`config.mk`:
```
export PLATFORM = sky130hd
export DESIGN_NAME = reg_file_mp
export DESIGN_NICKNAME = d
export VERILOG_FILES = /design/src/rtl/reg_file_pkg.sv /design/src/rtl/reg_scoreboard.sv /design/src/rtl/reg_file_mp.sv
export SDC_FILE = /design/constraint.sdc
export NUM_CORES = 2
export LEC_CHECK = 0
export BUFFER_PORTS_ARGS = -buffer_cell sky130_fd_sc_hd__buf_2
export CORE_MARGIN = 2
export CORE_UTILIZATION = 29
export DETAILED_ROUTE_END_ITERATION = 7
export PLACE_DENSITY_LB_ADDON = 0.2
export SLEW_MARGIN = 40
export SYNTH_ARGS = -nofsm -noshare
export SYNTH_HDL_FRONTEND = slang
export SYNTH_HIERARCHICAL = 1
export SYNTH_SLANG_ARGS = --single-unit
```
`constraint.sdc`:
```
create_clock -name clk -period 5.9 [get_ports clk]
set_clock_uncertainty 0.15 [all_clocks]
set_input_delay 1.18 -clock clk [delete_from_list [all_inputs] [get_ports clk]]
set_output_delay 1.18 -clock clk [all_outputs]
set_load 0.02 [all_outputs]
```
`src/rtl/reg_file_pkg.sv`:
```
// Shared constants, types and write-priority helper for the multi-port register file.
package reg_file_pkg;

  localparam int DEF_DATA_W   = 32;
  localparam int DEF_NUM_REGS = 16;
  localparam int DEF_PC_LIMIT = 60;
  localparam int DEF_PC_RESET = 0;

  typedef logic [DEF_DATA_W-1:0] word_t;

  typedef enum logic [1:0] {
    SEL_NONE,
    SEL_A,
    SEL_B
  } wsel_e;

  // Port A (ALU) always beats port B (load) when both hit the same register.
  function automatic wsel_e write_sel(input logic a_hit, input logic b_hit);
    if (a_hit) return SEL_A;
    if (b_hit) return SEL_B;
    return SEL_NONE;
  endfunction

endpackage

```
`src/rtl/reg_scoreboard.sv`:
```
// Pending-write scoreboard: a load issue marks a register, its port-B writeback clears it.
module reg_scoreboard
  import reg_file_pkg::*;
#(
  parameter int NUM_REGS = DEF_NUM_REGS,
  parameter int PC_IDX   = NUM_REGS - 1,
  localparam int AW      = $clog2(NUM_REGS)
) (
  input  logic                clk,
  input  logic                rst_n,
  input  logic                mark_en,
  input  logic [AW-1:0]       mark_addr,
  input  logic                clr_en,
  input  logic [AW-1:0]       clr_addr,
  output logic [NUM_REGS-1:0] pending
);

  // A mark beats a same-cycle clear; the PC slot can never become pending.
  always_ff @(posedge clk or negedge rst_n) begin
    if (!rst_n) begin
      pending <= '0;
    end else begin
      for (int r = 0; r < NUM_REGS; r++) begin
        if (r != PC_IDX) begin
          if (mark_en && mark_addr == AW'(r))
            pending[r] <= 1'b1;
          else if (clr_en && clr_addr == AW'(r))
            pending[r] <= 1'b0;
        end
      end
    end
  end

endmodule

```
`src/rtl/reg_file_mp.sv`:
```
// Parametrised register file: NUM_RD combinational reads, two prioritised writes,
// PC slot with wrap limit, optional write-through bypass and pending scoreboard.
module reg_file_mp
  import reg_file_pkg::*;
#(
  parameter int          DATA_W   = DEF_DATA_W,
  parameter int          NUM_REGS = DEF_NUM_REGS,
  parameter int          NUM_RD   = 4,
  parameter int          PC_IDX   = NUM_REGS - 1,
  parameter int unsigned PC_LIMIT = DEF_PC_LIMIT,
  parameter int unsigned PC_RESET = DEF_PC_RESET,
  parameter bit          BYPASS   = 1'b1,
  localparam int         AW       = $clog2(NUM_REGS)
) (
  input  logic                     clk,
  input  logic                     rst_n,
  input  logic [NUM_RD*AW-1:0]     rd_addr,
  output logic [NUM_RD*DATA_W-1:0] rd_data,
  input  logic                     wa_en,
  input  logic [AW-1:0]            wa_addr,
  input  logic [DATA_W-1:0]        wa_data,
  input  logic                     wb_en,
  input  logic [AW-1:0]            wb_addr,
  input  logic [DATA_W-1:0]        wb_data,
  input  logic [DATA_W-1:0]        pc_next,
  output logic [DATA_W-1:0]        pc_out,
  input  logic                     mark_en,
  input  logic [AW-1:0]            mark_addr,
  output logic [NUM_REGS-1:0]      pending
);

  localparam logic [AW-1:0] PC_ADDR = AW'(PC_IDX);

  logic [DATA_W-1:0] regs [NUM_REGS];
  logic [DATA_W-1:0] pc_q;
  logic [DATA_W-1:0] pc_base;
  logic [DATA_W-1:0] pc_upd;

  // An explicit PC write overrides the sequential fetch value before the wrap test.
  always_comb begin
    pc_base = pc_next;
    case (write_sel(wa_en && wa_addr == PC_ADDR, wb_en && wb_addr == PC_ADDR))
      SEL_A:   pc_base = wa_data;
      SEL_B:   pc_base = wb_data;
      default: pc_base = pc_next;
    endcase
    pc_upd = (pc_base > DATA_W'(PC_LIMIT)) ? DATA_W'(PC_RESET) : pc_base;
  end

  always_ff @(posedge clk or negedge rst_n) begin
    if (!rst_n) begin
      for (int r = 0; r < NUM_REGS; r++) regs[r] <= '0;
      pc_q <= DATA_W'(PC_RESET);
    end else begin
      for (int r = 0; r < NUM_REGS; r++) begin
        if (r != PC_IDX) begin
          case (write_sel(wa_en && wa_addr == AW'(r), wb_en && wb_addr == AW'(r)))
            SEL_A:   regs[r] <= wa_data;
            SEL_B:   regs[r] <= wb_data;
            default: ;
          endcase
        end
      end
      pc_q <= pc_upd;
    end
  end

  // The PC slot is never bypassed so decode always sees the architectural PC.
  always_comb begin
    logic [AW-1:0]     ra;
    logic [DATA_W-1:0] word;
    wsel_e             sel;
    rd_data = '0;
    ra      = '0;
    word    = '0;
    sel     = SEL_NONE;
    for (int i = 0; i < NUM_RD; i++) begin
      ra  = rd_addr[i*AW +: AW];
      sel = SEL_NONE;
      if (BYPASS)
        sel = write_sel(wa_en && wa_addr == ra, wb_en && wb_addr == ra);
      if (ra == PC_ADDR)
        word = pc_q;
      else if (sel == SEL_A)
        word = wa_data;
      else if (sel == SEL_B)
        word = wb_data;
      else
        word = regs[ra];
      rd_data[i*DATA_W +: DATA_W] = word;
    end
  end

  assign pc_out = pc_q;

  reg_scoreboard #(
    .NUM_REGS(NUM_REGS),
    .PC_IDX  (PC_IDX)
  ) u_scoreboard (
    .clk      (clk),
    .rst_n    (rst_n),
    .mark_en  (mark_en),
    .mark_addr(mark_addr),
    .clr_en   (wb_en),
    .clr_addr (wb_addr),
    .pending  (pending)
  );

endmodule

```
==> metrics.txt <==
antenna violation net count after detailed routing 0; maximum root-to-sink buffer count 3; min cycle time layout 5.61 ns; Layout Cell Area excl Fill 0.0499 mm²; First DRT Iteration DRCs 6115; yosys warns 72; endpoints failing setup 0; total of max-cap violations 0; R2R Path Start regs[96]; Root Buffer Master clkbuf_16; total count of max-transition violations in the final report 0; clock buffers created by TritonCTS 69; critical path capture point rd_data[65]; number of endpoints with negative hold slack in the final report 0; internal reg-to-reg setup slack 4.89 ns; via-per-instance ratio 6.29; Async S/R FF share, synth 1.00; endpoint required time on the critical path 4.57 ns; area of the die 0.154 mm²; commonest non-fill, non-tap cells in the layout mux2i_1, dfrtp_1, nor2_1; final core area utilization 0.333; CTS Sinks 527; quantity of gates resized following cts 0; biggest fanout along the worst timing path 27; leading cell type in the layout, fill and taps excluded mux2i_1; setup repair after global routing missed its margin no; Startpoint Class primary input; HP Class primary input to async pin; post-detailed-route wirelength per cell 34.9 µm; antenna violations before repair 22; Syn Area/Cell 9.63 µm²; quantity of I/O buffers inserted on ports 303; layout cells sized above 1 0.232; net count of the finished layout 4697; Pwr Density 320 mW/mm²; worst supply voltage drop on vdd 0.211 mV; Die Height 392 µm; slew margin rel. 0.373; area delta synth->final 14.0%; number of unique standard cell types used by synthesis 69; critical path class primary input to output port; boundary pin count 305; All-Layer GR Usage 0.294; cell area reported after detailed placement 0.0475 mm²; number of enable-type register cells in the synthesized netlist 0; sequential fraction of the synthesis area 0.302; pin count of the biggest net entering global routing 92; core box area 0.150 mm²; endpoint of the worst register-to-register path regs[96]; Die W 392 µm; TritonCTS clock tree done; post-synthesis cell count 4539; residual overflow from global routing 0; Post-CTS Setup Repair Bufs 0; total DRC errors in the routed layout 0; maximum achievable frequency 178 MHz; global placer's final weighted congestion 0.920; CP arrival 4.28 ns; routed via count 41782; CTS Hold Buffers Added 0; category of the worst setup path capture point output port; effective utilization at floorplan 0.292; TritonRoute pass-1 iters 6; Worst Tran Pin Value 0.932 ns; area of the mapped netlist 0.0437 mm²; launch point of the worst path rd_addr[10]; via count of the first global-routing pass 39117; detailed placement HPWL 151000 µm; overall power consumption 16.0 mW; dominant synthesized flop cell dfrtp_1; static leakage 20.2 nW; Final Cycle Share 0.951; site row count 142; wire length after detailed routing 232000 µm; number of H-tree levels 3; outcome completed; Clock transition at path regs 0.06 ns; Clk Latency, worst-skew pair 0.70 ns; Worst Reg2Reg Path Length in Cells 2; first-pass GRT wire length 321000 µm; Final TNS setup 0 ns; count of state elements after synthesis 527
## state kept, by name, summed over array words and instances (netlist names)
register,flops
regs,480
pc_out,32
u_scoreboard/pending,15
## worst max-delay path, cell delays in order
cell and delay [ns]:
buf_6 0.30, xor2_1 0.11, nor4_1 0.81, and2_1 0.29, or2_2 0.58, o221ai_1 0.24
o21ai_0 0.36, buf_4 0.21, buf_2 0.16
## cell families (layout without fill, tap and decap cells)
logic type             count (synthesis)  in the layout  synth area share
buffers and inverters                564            620            0.0628
XOR/XNOR                              32             32           0.00641
multiplexers                        1138           1138             0.354
AO/OA/AOI/OAI                       1227           1227             0.169
AND/OR/NAND/NOR                     1049           1049             0.106
other                                  2             37          0.000172
flip-flops                           527            527             0.302
## cell usage after synthesis, types with 11 or more instances
cell type | instances | area (µm²)
nand3b_1 | 14 | 105
a21oi_1 | 402 | 2010
clkbuf_1 | 302 | 1130
nand2b_1 | 14 | 87.6
o21ai_0 | 303 | 1520
buf_6 | 21 | 236
o22ai_1 | 68 | 425
a221oi_1 | 80 | 701
a311oi_1 | 22 | 193
mux2i_1 | 741 | 7420
nor2b_1 | 94 | 588
nand3_1 | 35 | 175
nor3_1 | 14 | 70.1
dfrtp_1 | 527 | 13200
buf_1 | 12 | 45.0
buf_4 | 70 | 526
a22oi_1 | 33 | 248
nand2_1 | 366 | 1370
buf_2 | 151 | 756
xnor2_1 | 11 | 96.3
o211ai_1 | 32 | 240
mux4_2 | 318 | 7160
o221ai_1 | 88 | 771
nor2_1 | 433 | 1630
o21ai_1 | 88 | 440
xor2_1 | 21 | 184
a211oi_1 | 90 | 676
mux2_2 | 79 | 890
nor4_1 | 16 | 100
## through the flow
| stage | hold WS (ns) | worst slack (ns) | instances |
|---|---|---|---|
| after floorplan | 0.415 | 1.55 | 4564 |
| after global placement | 0.341 | 0.507 | 6501 |
| after detailed placement | 0.340 | 0.464 | 6513 |
| after CTS | 0.270 | 0.462 | 6636 |
| after global routing | 0.284 | 0.365 | 6637 |
| final | 0.259 | 0.291 | 6646 |
## power breakdown
part | switching, mW | internal [mW]
clock network | 1.92 | 2.72
logic | 3.00 | 2.61
registers | 1.25 | 4.49
## area by class of cell
class                           count  area, µm²
Multi-Input combinational cell   3473      28200
Tap cell                         2016       2520
Fill cell                       15299      99900
Clock buffer                       95       2000
Clock inverter                     28        368
Timing Repair Buffer              494       3510
Inverter                            3       11.3
Antenna cell                       10       25.0
Sequential cell                   527      13200
## how the worst min path moves through the flow
stage	start	end	slack [ns]	cells after the start
finish	rst_n	regs[428]	0.26	1
floorplan	regs[358]	regs[358]	0.41	2
CTS	rst_n	regs[428]	0.27	1
global route	rst_n	regs[428]	0.28	1
detailed placement	u_scoreboard/pending[3]	u_scoreboard/pending[3]	0.34	2
global placement	u_scoreboard/pending[3]	u_scoreboard/pending[3]	0.34	2
## metal layers
| metal | track usage | part of all wire |
|---|---|---|
| met1 | 0.402 | 0.41 |
| met3 | 0.0776 | 0.11 |
| met5 | 0 | 0.00024 |
| met2 | 0.438 | 0.43 |
| met4 | 0.123 | 0.048 |
Power figures use the tool's default switching activity.
